==> config.mk <==
export PLATFORM = sky130hd
export DESIGN_NAME = servo_ramp_sequencer
export DESIGN_NICKNAME = d
export VERILOG_FILES = /design/src/rtl/servo_ramp_sequencer.sv
export SDC_FILE = /design/constraint.sdc
export NUM_CORES = 1
export LEC_CHECK = 0
export CAP_MARGIN = 10
export CORE_MARGIN = 10
export CORE_UTILIZATION = 59
export CTS_CLUSTER_DIAMETER = 80
export DETAILED_ROUTE_END_ITERATION = 8
export PLACE_DENSITY = 0.84
export SYNTH_ARGS = -nofsm -noshare
export SYNTH_HDL_FRONTEND = slang
export SYNTH_SLANG_ARGS = --single-unit
export TNS_END_PERCENT = 10
==> constraint.sdc <==
create_clock -name clk -period 7.75 [get_ports clk]
set_input_delay 0.775 -clock clk [delete_from_list [all_inputs] [get_ports clk]]
set_output_delay 0.775 -clock clk [all_outputs]
set_load 0.05 [all_outputs]
==> src/rtl/servo_ramp_sequencer.sv <==
// Slews four servo target angles toward their commanded values at a bounded rate per frame,
// then strobes nextangle so the downstream PWM controller latches the new angles.
module servo_ramp_sequencer #(
  parameter int unsigned FRAME_CYCLES = 1000000,
  parameter int unsigned STEP         = 4,
  parameter int unsigned MAX_ANGLE    = 180,
  parameter int unsigned HOME         = 90
) (
  input  logic       clk,
  input  logic       rst_n,
  input  logic       cmd_valid,
  output logic       cmd_ready,
  input  logic [1:0] cmd_chan,
  input  logic [7:0] cmd_angle,
  output logic [7:0] angle1,
  output logic [7:0] angle2,
  output logic [7:0] angle3,
  output logic [7:0] angle4,
  output logic       nextangle,
  output logic       all_at_target
);

  localparam int unsigned    CntW     = (FRAME_CYCLES > 1) ? $clog2(FRAME_CYCLES) : 1;
  localparam logic [CntW-1:0] CntMax  = CntW'(FRAME_CYCLES - 1);
  localparam logic [7:0]     MaxAngle = 8'(MAX_ANGLE);
  localparam logic [7:0]     Home     = 8'(HOME);
  localparam logic [8:0]     Step9    = 9'(STEP);

  typedef enum logic [1:0] {StIdle, StUpdate, StStrobe} state_e;

  state_e          state_q;
  logic [CntW-1:0] cnt_q;
  logic [1:0]      chan_q;
  logic            changed_q;
  logic [7:0]      tgt_q [4];
  logic [7:0]      cur_q [4];

  logic       frame_tick;
  logic [7:0] sel_cur;
  logic [7:0] sel_tgt;
  logic [7:0] cur_new;
  logic [8:0] diff;
  logic [7:0] cmd_clamped;
  logic       at_all;

  always_comb begin
    frame_tick  = (cnt_q == CntMax);
    sel_cur     = cur_q[chan_q];
    sel_tgt     = tgt_q[chan_q];
    diff        = '0;
    cur_new     = sel_cur;
    // 9-bit differences: the step never overshoots the target nor wraps.
    if (sel_cur < sel_tgt) begin
      diff    = {1'b0, sel_tgt} - {1'b0, sel_cur};
      cur_new = sel_cur + 8'((diff < Step9) ? diff : Step9);
    end else begin
      diff    = {1'b0, sel_cur} - {1'b0, sel_tgt};
      cur_new = sel_cur - 8'((diff < Step9) ? diff : Step9);
    end
    cmd_clamped = (cmd_angle > MaxAngle) ? MaxAngle : cmd_angle;
    at_all      = (cur_q[0] == tgt_q[0]) && (cur_q[1] == tgt_q[1]) &&
                  (cur_q[2] == tgt_q[2]) && (cur_q[3] == tgt_q[3]);
  end

  always_ff @(posedge clk) begin
    if (!rst_n) begin
      state_q       <= StIdle;
      cnt_q         <= '0;
      chan_q        <= '0;
      changed_q     <= 1'b0;
      cmd_ready     <= 1'b0;
      nextangle     <= 1'b0;
      all_at_target <= 1'b0;
      for (int i = 0; i < 4; i++) begin
        tgt_q[i] <= Home;
        cur_q[i] <= Home;
      end
    end else begin
      cnt_q         <= frame_tick ? '0 : cnt_q + CntW'(1);
      all_at_target <= at_all;
      nextangle     <= 1'b0;
      if (cmd_valid && cmd_ready) tgt_q[cmd_chan] <= cmd_clamped;
      unique case (state_q)
        StIdle: begin
          cmd_ready <= 1'b1;
          if (frame_tick) begin
            state_q   <= StUpdate;
            chan_q    <= '0;
            changed_q <= 1'b0;
            cmd_ready <= 1'b0;
          end
        end
        StUpdate: begin
          cur_q[chan_q] <= cur_new;
          if (cur_new != sel_cur) changed_q <= 1'b1;
          if (chan_q == 2'd3) begin
            // Include a change on the last channel, which changed_q has not seen yet.
            if (changed_q || (cur_new != sel_cur)) begin
              state_q   <= StStrobe;
              nextangle <= 1'b1;
            end else begin
              state_q   <= StIdle;
              cmd_ready <= 1'b1;
            end
          end else begin
            chan_q <= chan_q + 2'd1;
          end
        end
        StStrobe: begin
          state_q   <= StIdle;
          cmd_ready <= 1'b1;
        end
        default: state_q <= StIdle;
      endcase
    end
  end

  assign angle1 = cur_q[0];
  assign angle2 = cur_q[1];
  assign angle3 = cur_q[2];
  assign angle4 = cur_q[3];

endmodule

Word-level counts from Yosys, hierarchy flattened
Memory sizes are Yosys's and may differ from the RTL's. A register that Yosys moved wholly into a read port is not among the register bits.
Cells that the tools add are included.
{ "word_totals": {"ff_bits": 28, "latch_bits": 0, "ram_bits": 64, "romBits": 0, "input_bits": 13, "output_inout_bits": 35, "wordCells": 86, "n_memories": 2} }
{ "mem_list": {"columns": ["memory", "words", "word_bits", "read_ports", "rd_clocked_by_memory_dff", "wr", "line", "rtl"], "rows": [
  ["cur_q", 4, 8, 5, 1, 4, "36", "logic [7:0] cur_q [4];"],
  ["tgt_q", 4, 8, 5, 1, 4, "35", "logic [7:0] tgt_q [4];"]
]} }
{ "op_classes": {"addsub": 6, "mul": 0, "n_div": 0, "n_lt_le_gt_ge": 4, "n_eq_ne": 14, "shift": 0, "muxes": 36, "bitwise_logic": 1, "n_reduce_logical": 16} }
{ "ops": {"columns": ["operator", "n"], "rows": [
  ["$mux W8", 6],
  ["$eq A8 B8 Y1", 4],
  ["$mux W2", 11],
  ["$add A20 B1 Y20 const B", 1],
  ["$eq A20 B20 Y1 const B", 1],
  ["$lt A9 B3 Y1 const B", 2],
  ["$sub A8 B8 Y9", 2],
  ["$reduce_or A8 Y1", 2],
  ["$mux W1", 15],
  ["$reduce_and A3 Y1", 4],
  ["$ne A2 B2 Y1 const B", 5],
  ["$add A8 B8 Y8", 1],
  ["$gt A8 B8 Y1 const B", 1],
  ["$lt A8 B8 Y1", 1],
  ["$ne A8 B8 Y1", 1],
  ["$pmux W2 S2", 2],
  ["$sub A8 B8 Y8", 1],
  ["$eq A2 B2 Y1 const B", 2],
  ["$logic_and A1 B1 Y1", 4],
  ["$pmux W1 S3", 1],
  ["$reduce_bool A3 Y1", 1],
  ["$add A2 B1 Y2 const B", 1],
  ["$eq A2 B1 Y1 const B", 1],
  ["$logic_not A2 Y1", 1],
  ["6 further kinds", 6]
]} }

Longest topological paths before layout
Gate-level depths: netlist (run 1).
{ "logic_depth": {"word_depth": 10, "depth_mapped": 26, "mapped_depth_nobuf": 24} }

Least setup slack after synthesis (run 1)
Ideal clock, no wire load.
{ "synth_timing": {"path_kind": "register to register", "from": "register (tool-made name)", "to": "memory cur_q[0][7], data pin", "setup_ns": 0.262, "arrival_time_ns": 5.560, "t_required_ns": 7.488, "setup_slack_ns": 1.928, "path_stages_with_launch": 24, "n_path_buf": 2, "period_less_slack_ns": 5.822, "path_cell_list": "dfxtp_1 > clkbuf_1 > buf_1 > mux2_2 > o21ai_0 > inv_1 > ha_1 > nor2b_1 > o21ai_1 > o21ai_1 > nor4_4 > nand4_4 > or2_2 > ha_1 > a22oi_1 > ha_1 > nor2b_1 > o311a_1 > o21a_1 > o221a_4 > or2_0 > o22a_2 > a21oi_2 > nor3_2"} }
{ "synth_lines": {"columns": ["element", "line"], "rows": [
  ["end: declaration", "36"]
]} }

==> impl_metrics.json, run 1 <==
{
  "grt_use_met3": 0.0605,
  "rrSetupSlack_ps": 1230,
  "clk_pin_slew_ps": 100,
  "crit_fanout": 17,
  "worstSetupPathType": "reg -> reg",
  "critical_path.cell_chain": "mux4_1 -> ha_1 -> a211o_1 -> o21ai_1 -> o21ai_1 -> nor4_4 -> nand4_4 -> or2_2 -> ha_1 -> a22oi_1 -> fa_1 -> a211oi_2 -> nor2_1 -> xnor2_1 -> xnor2_1 -> nand3_1 -> nor3_2 -> nand4b_1 -> a41o_1",
  "clk_latency_ps": 380,
  "die_area_um2": 14200,
  "cp-start-kind": "flop",
  "final_net_count": 647,
  "antennaDiodeCount": 0,
  "avgRoutedWirePerCell_um": 20.5,
  "num_vias": 4496,
  "most-common-layout-cells": "edfxtp_1, nor2_1, nand2_1",
  "drive_above_1_share": 0.0858,
  "dp_hpwl_um": 11800,
  "met1_usage": 0.266,
  "hold_ws_ps": 510,
  "cts.sinks": 94,
  "synth.avg_cell_area_um2": 10.4,
  "cp.arrival_ps": 6800,
  "syn-num-nets": 600,
  "ys_seq_area_frac": 0.437,
  "cts-root-buf": "clkbuf_8",
  "via_per_inst": 6.08,
  "grt_max_degree": 24,
  "synth_cells": 554,
  "start_util": 0.599,
  "drv_cap": 0,
  "drv_slew": 0,
  "wirelength_um": 15200,
  "dr.pass1.iters": 6,
  "cp-end-kind": "flop",
  "grt_overflow_total": 0,
  "irDropWorstVdd_v": 0.000145,
  "areaGrowthSynthToFinish_pct": 13.7,
  "synth_top_cell_area_share": 0.333,
  "max_freq_mhz": 153,
  "final_core_util": 0.681,
  "cts_setup_buffers": 0,
  "hold_class": "reg -> reg",
  "ioPinCount": 48,
  "required_ps": 8040,
  "synth_area_leaders": "edfxtp_1, dfxtp_1, xnor2_1",
  "die_w_um": 119,
  "netlist_area_um2": 5780,
  "path_delay_family": "simple AND/OR/NAND/NOR gates",
  "cts_resized": 0,
  "layout_commonest_cell": "edfxtp_1",
  "synth_edf_count": 64,
  "ant_nets": 0,
  "detail_route.iter0.violations": 455,
  "rows": 36,
  "max_stage_delay_ps": 980,
  "tightest_slew_ps": 988,
  "placed_cells": 723,
  "synthArstFlopShare": 0,
  "final-hold-violation-count": 0,
  "grt_usage": 0.211,
  "ys_types": 67,
  "tns_ps": 0,
  "crit_slowest_cell": "dfxtp_1",
  "synth_seq_cells": 94,
  "grt_antenna_before_repair": 0,
  "top_usage_layer": "met2",
  "p_leak_nw": 2.43,
  "portBuffers": 47,
  "core_area_um2": 9640,
  "ys.flop_type": "edfxtp_1",
  "grt_pass1_wl_um": 23700,
  "cp_num_buf_inv": 0,
  "numCtsBuffers": 9,
  "cts_tree": "built",
  "post-route-period-util": 0.841,
  "yosysTopAreaCell": "edfxtp_1",
  "maxSlewHeadroom": 0.340,
  "outcome": "complete, no violations",
  "yosysWarnings": 0,
  "clock_path_buffers": 2,
  "stdcell_count": 739,
  "grt_setup_unrepaired": "false",
  "grt_use_met2": 0.342,
  "gp_congestion": 0.977,
  "htreeDepth": 3,
  "setup_viol": 0,
  "period_minus_slack_ps": 6520,
  "fin_worst_skew_ps": 13.4,
  "power_mw": 1.12,
  "die_h_um": 119,
  "grt_pass1_vias": 4480,
  "cts_hold_buf": 0,
  "drc": 0,
  "power.density_nw_per_um2": 171
}
[per-layer routing]
metal | wire (µm) | share of wire
met3 | 1290 | 0.085
met4 | 325 | 0.021
met1 | 6310 | 0.42
met5 | 0 | 0
met2 | 7240 | 0.48
[final timing paths]
kind         cells after the start           startpoint                      end
min reg2reg                      1  cnt_q[0]$_SDFF_PP0_      cnt_q[0]$_SDFF_PP0_
max                             19                 flop  state_q[1]$_SDFFE_PN0P_
max reg2reg                     19                 flop  state_q[1]$_SDFFE_PN0P_
min                              1  cnt_q[0]$_SDFF_PP0_      cnt_q[0]$_SDFF_PP0_
[cell usage after synthesis, types with 3 or more instances]
library cell,count
o21ai_1,4
edfxtp_1,64
a21oi_1,12
a21o_1,3
a22oi_1,3
xnor2_1,47
nor4_1,5
xor2_1,19
nor3_2,5
nand2b_1,8
and2_1,8
clkbuf_1,7
mux4_2,12
nor3b_1,3
nor3_1,4
or3_1,4
nand2_1,61
mux2i_1,3
o21ai_0,18
and3_1,15
buf_2,3
nand3_1,15
or2_2,3
dfxtp_1,30
nor2b_1,8
ha_1,30
a31oi_1,3
nor2_1,63
mux4_1,3
inv_1,32
fa_1,3
nand4_1,9
o21a_1,4
nor4b_1,4
[where the power goes]
group	internal (mW)	switching (mW)	leakage [nW]
Combinational	0.0822	0.138	1.49
Clock	0.150	0.183	0.0948
Sequential	0.551	0.0176	0.851
[cell families (layout without fill, tap and decap cells)]
group,after synthesis,after routing,synth area share
AND/OR/NAND/NOR,222,222,0.195
buffers and inverters,46,98,0.0320
adder cells (fa/ha/maj),33,33,0.0754
AO/OA/AOI/OAI,73,73,0.0918
multiplexers,20,20,0.0695
XOR/XNOR,66,66,0.100
flip-flops,94,94,0.437
[flip-flops by register name, summed over array words and instances, names as in the netlist, named ones only]
| name | cells |
|---|---|
| cur_q | 32 |
| tgt_q | 32 |
| cnt_q | 20 |
| chan_q | 2 |
| state_q | 2 |
| all_at_target | 1 |
| changed_q | 1 |
| cmd_ready | 1 |
| nextangle | 1 |
[per-stage QoR]
step	instance area [µm²]	setup slack (ps)
global placement	6370	1500
CTS	6570	1230
floorplan	5780	1930
finish	6570	1230
detailed placement	6370	1240
global route	6570	901
[area by class of cell]
type                            count  area, µm²
Fill cell                         751       3070
Multi-Input combinational cell    414       3070
Sequential cell                    94       2520
Timing Repair Buffer               49        485
Tap cell                          133        166
Inverter                           33        125
Clock buffer                        9        124
Clock inverter                      7       73.8
[worst register-to-register path, stage by stage (launching register included)]
cell	delay, ps
dfxtp_1	980
mux4_1	790
ha_1	440
a211o_1	270
o21ai_1	180
o21ai_1	130
nor4_4	270
nand4_4	220
or2_2	330
ha_1	270
a22oi_1	100
fa_1	490
a211oi_2	280
nor2_1	90
xnor2_1	490
xnor2_1	200
nand3_1	130
nor3_2	330
nand4b_1	170
a41o_1	270
Note: power is estimated with default switching activity, not from simulation.
==> run 2: changes to the inputs <==
- CORE_UTILIZATION: 59 -> 53
- PLACE_DENSITY: 0.84 -> 0.8
- clock period: 7.75 -> 5.9 ns (I/O delays scaled with it)
==> run 2 against run 1 <==
Effect of this change: largest power group unchanged; largest cell class unchanged; combinational power rose by 40%; wire length shrank 0.14%; setup slack got worse by 920 ps; final area rose by 2.9%.
==> impl_metrics.json, run 2 (same netlist as run 1, synthesis figures left out) <==
{
  "grt_antenna_before_repair": 0,
  "maxSlewHeadroom": 0.427,
  "switching_share": 0.277,
  "cp-end-kind": "flop",
  "p_seq_frac": 0.480,
  "ioPinCount": 48,
  "p_switching_uw": 431,
  "clockPowerShare": 0.323,
  "drc": 0,
  "power.density_nw_per_um2": 231,
  "numCtsBuffers": 9,
  "drv_cap": 0,
  "dpl_cell_area_um2": 6470,
  "outcome": "complete, no violations",
  "dr.pass1.iters": 5,
  "grt_pass1_wl_um": 24000,
  "grt_usage": 0.190,
  "max_freq_mhz": 179,
  "htreeDepth": 3,
  "layout_commonest_cell": "edfxtp_1",
  "final-hold-violation-count": 0,
  "cp.arrival_ps": 5710,
  "drv_slew": 0,
  "tightest_slew_ps": 857,
  "start_util": 0.538,
  "core_area_um2": 10700,
  "cts_hold_buf": 0,
  "post-route-period-util": 0.947,
  "rows": 38,
  "power.internal_mw": 1.13,
  "die_area_um2": 15500,
  "final_net_count": 658,
  "ant_nets": 0,
  "portBuffers": 47,
  "detail_route.iter0.violations": 520,
  "cp-start-kind": "flop",
  "grt_pass1_vias": 4390,
  "clock_path_buffers": 2,
  "tns_ps": 0,
  "clk_pin_slew_ps": 90,
  "areaGrowthSynthToFinish_pct": 16.9,
  "crit_fanout": 15,
  "cts_tree": "built",
  "cts_setup_buffers": 0,
  "irDropWorstVdd_v": 0.000220,
  "worstHoldStart": "cnt_q[0]$_SDFF_PP0_",
  "comb_power_share": 0.197,
  "wirelength_um": 15100,
  "worstSetupPathType": "reg -> reg",
  "required_ps": 6020,
  "period_minus_slack_ps": 5590,
  "dp_hpwl_um": 11900,
  "gp_congestion": 0.984,
  "drive_above_1_share": 0.113,
  "num_vias": 4523,
  "most-common-layout-cells": "edfxtp_1, nor2_1, nand2_1",
  "grt_setup_unrepaired": "true",
  "top_regs": "cur_q x32, tgt_q x32, cnt_q x20",
  "avgRoutedWirePerCell_um": 20.0,
  "final_core_util": 0.629,
  "p_leak_nw": 2.52,
  "clk_latency_ps": 370,
  "die_h_um": 124,
  "via_per_inst": 5.97,
  "fin_area_um2": 6760,
  "antennaDiodeCount": 0,
  "cts.sinks": 94,
  "cts-root-buf": "clkbuf_8",
  "grt_overflow_total": 0,
  "setup_viol": 0,
  "hold_class": "reg -> reg",
  "die_w_um": 124,
  "fin_worst_skew_ps": 8.71,
  "grt_max_degree": 24
}
==> run 2: per-layer routing <==
layer	wire [µm]	share of wire	track usage
met1	6290	0.42	0.249
met3	1210	0.080	0.0353
met4	389	0.026	0.0617
met5	0	0	0
met2	7260	0.48	0.310
==> run 2: power by group through the flow <==
stage	Clock (mW)	Combinational [mW]	Sequential, mW
floorplan	0	0.168	0.789
global placement	0	0.292	0.761
detailed placement	0	0.298	0.762
CTS	0.506	0.301	0.747
global route	0.532	0.330	0.749
finish	0.503	0.307	0.747
==> run 2: what timing repair did <==
| action | in CTS | in global routing |
|---|---|---|
| endpoints found under the setup margin | 4 | 8 |
| cloned | 0 | 0 |
| pin swaps | 0 | 1 |
| endpoints found under the hold margin | 0 | 0 |
| gates resized for setup | 1 | 8 |
==> run 2: area by class of cell <==
| class | count | area (µm²) |
|---|---|---|
| Clock buffer | 15 | 219 |
| Timing Repair Buffer | 60 | 581 |
| Fill cell | 886 | 3990 |
| Sequential cell | 94 | 2520 |
| Tap cell | 140 | 175 |
| Inverter | 33 | 125 |
| Clock inverter | 1 | 30.0 |
| Multi-Input combinational cell | 414 | 3100 |
==> run 2: final timing paths <==
kind | slack [ps] | to | depth (start not counted)
setup / recovery | 310 | cur_q[1][7]$_SDFFCE_PN0P_ | 22
hold / removal | 500 | cnt_q[0]$_SDFF_PP0_ | 1
setup reg to reg | 310 | cur_q[1][7]$_SDFFCE_PN0P_ | 22
hold reg to reg | 500 | cnt_q[0]$_SDFF_PP0_ | 1
==> run 2: worst max-delay path: stages, from the launching register on <==
cell and delay (ps):
dfxtp_2 390, buf_12 180, mux4_2 570, ha_1 420, clkinv_2 130, o21ai_0 120
a211o_1 340, nor4_4 190, nand4_4 160, or2_2 300, ha_1 190, inv_1 100
xnor2_1 80, a21o_1 180, ha_1 310, or2_1 240, o311a_1 150, o21a_1 220
o221a_4 270, or2_0 200, o22a_2 270, a21oi_4 230, nor3_2 70
==> run 2: through the flow <==
step	cells	hold slack, ps	worst slack, ps	total power [mW]
floorplan	554	430	77.9	0.957
global placement	741	442	173	1.05
detailed placement	741	452	-6.48	1.06
CTS	757	493	37.1	1.55
global route	757	526	-17.4	1.61
finish	757	496	311	1.56
==> run 3: changes to the inputs <==
- CORE_UTILIZATION: 53 -> 58
- DONT_BUFFER_PORTS: not set -> 1
- PLACE_DENSITY: 0.8 -> 0.79
==> run 3 against run 2 <==
Effect of this change: first-iteration DRC count down 22%; cell count down 2.6%; wire length is 1.8% higher; die area shrank 7.3%; flip-flop and latch count is the same; critical path depth up 1; hold slack worse by 150 ps; combinational power is essentially flat; count of clock-buffer cells in the layout is 3 lower; fmax is 0.20% higher; final area fell by 4.1%; non-clock buffer count down 13; critical path type unchanged.
==> impl_metrics.json, run 3 (same netlist as run 1, synthesis figures left out) <==
{
  "drv_slew": 0,
  "fin_worst_skew_ps": 11.7,
  "place_ws_ps": 55.0,
  "wirelength_um": 15400,
  "grt_antenna_before_repair": 0,
  "tns_ps": 0,
  "maxSlewHeadroom": 0.501,
  "cts.sinks": 94,
  "post-route-period-util": 0.945,
  "die_area_um2": 14400,
  "tightest_slew_ps": 748,
  "ant_nets": 0,
  "numCtsBuffers": 9,
  "num_vias": 4450,
  "grt_use_met2": 0.343,
  "outcome": "complete, no violations",
  "cts-root-buf": "clkbuf_8",
  "final_net_count": 645,
  "met1_usage": 0.259,
  "cp-start-kind": "flop",
  "avgRoutedWirePerCell_um": 20.9,
  "setup_viol": 0,
  "start_util": 0.594,
  "most-common-layout-cells": "edfxtp_1, nor2_1, nand2_1",
  "irDropWorstVdd_v": 0.000260,
  "clk_pin_slew_ps": 90,
  "cp-end-kind": "flop",
  "core_area_um2": 9730,
  "dp_hpwl_um": 12400,
  "die_h_um": 120,
  "drv_cap": 0,
  "crit_fanout": 14,
  "grt_usage": 0.213,
  "gp_congestion": 1.02,
  "grt_overflow_total": 0,
  "p_leak_nw": 2.48,
  "multiInputGateArea_um2": 3100,
  "antennaDiodeCount": 0,
  "htreeDepth": 3,
  "grt_pass1_wl_um": 23800,
  "grt_setup_unrepaired": "false",
  "layout_commonest_cell": "edfxtp_1",
  "max_freq_mhz": 179,
  "top_usage_layer": "met2",
  "cp.arrival_ps": 5710,
  "hold_class": "in -> reg",
  "drc": 0,
  "portBuffers": 0,
  "ioPinCount": 48,
  "power.density_nw_per_um2": 226,
  "cts_hold_buf": 0,
  "power_mw": 1.47,
  "grt_use_met3": 0.0661,
  "setup_ws_ps": 322,
  "grt_max_degree": 24,
  "ff_latch_area_um2": 2530,
  "die_w_um": 120,
  "nFillCells": 782,
  "dr.pass1.iters": 5,
  "top_regs": "cur_q x32, tgt_q x32, cnt_q x20",
  "clock_path_buffers": 2,
  "cts_tree": "built",
  "detail_route.iter0.violations": 407,
  "period_minus_slack_ps": 5580,
  "via_per_inst": 6.04,
  "final-hold-violation-count": 0,
  "required_ps": 6030,
  "rows": 36,
  "drive_above_1_share": 0.175,
  "worstSetupPathType": "reg -> reg",
  "areaGrowthSynthToFinish_pct": 12.1,
  "grt_pass1_vias": 4335,
  "clk_latency_ps": 370
}
[run 3: path summary, 6_finish.rpt]
path                                to  slack (ps)           startpoint  cells after the start
max          cur_q[2][7]$_SDFFCE_PN0P_         320                 flop                     23
min                cnt_q[4]$_SDFF_PP0_         350                rst_n                      1
max reg2reg  cur_q[2][7]$_SDFFCE_PN0P_         320                 flop                     23
min reg2reg        cnt_q[0]$_SDFF_PP0_         480  cnt_q[0]$_SDFF_PP0_                      1
[run 3: worst max-delay path, cell delays in order, from the launching register on]
cell     delay [ps]
dfxtp_4         400
buf_12          170
mux4_1          660
ha_1            350
buf_4           150
o21ai_1          70
a21oi_1         140
nor2_1           80
nor4_4          320
nand4_4         140
or2_2           300
ha_1            200
inv_1           100
xnor2_1          80
a21o_1          180
ha_1            330
or2_1           250
o311a_1         140
o21a_1          220
o221a_4         270
or2_0           200
o22a_2          270
a21oi_4         240
nor3_2           70
[run 3: routing by layer]
metal | share of wire | wire length [µm] | vias up
met5 | 0 | 0 | -
met4 | 0.029 | 452 | 0
met3 | 0.10 | 1560 | 39
met2 | 0.48 | 7400 | 202
met1 | 0.39 | 6000 | 2150
li1 | - | - | 2059
[run 3: layout make-up]
type | instances | area share
multi-input cells | 414 | 0.478
well taps | 133 | 0.0257
clock inverters | 4 | 0.00386
clock buffers | 12 | 0.0263
inverters | 33 | 0.0193
flip-flops and latches | 94 | 0.390
repair buffers | 47 | 0.0564
[run 3: per-stage QoR]
| stage | instances | hold WS [ps] | area, µm² | util |
|---|---|---|---|---|
| global placement | 720 | 447 | 6240 | 0.642 |
| detailed placement | 720 | 466 | 6240 | 0.642 |
| global route | 737 | 333 | 6480 | 0.666 |
| finish | 737 | 349 | 6480 | 0.666 |
| floorplan | 554 | 430 | 5780 | - |
| CTS | 736 | 334 | 6440 | 0.662 |
[run 3: power breakdown]
group	internal, mW	leakage, nW	switching [mW]
registers	0.722	0.852	0.0180
logic	0.114	1.52	0.190
clock network	0.196	0.106	0.225
total	1.03	2.48	0.433
[run 3: timing repair]
item	4_1_cts	5_1_grt
gates resized for setup	0	10
buffers inserted	0	1
setup endpoints to repair	0	8
hold endpoints to repair	0	0
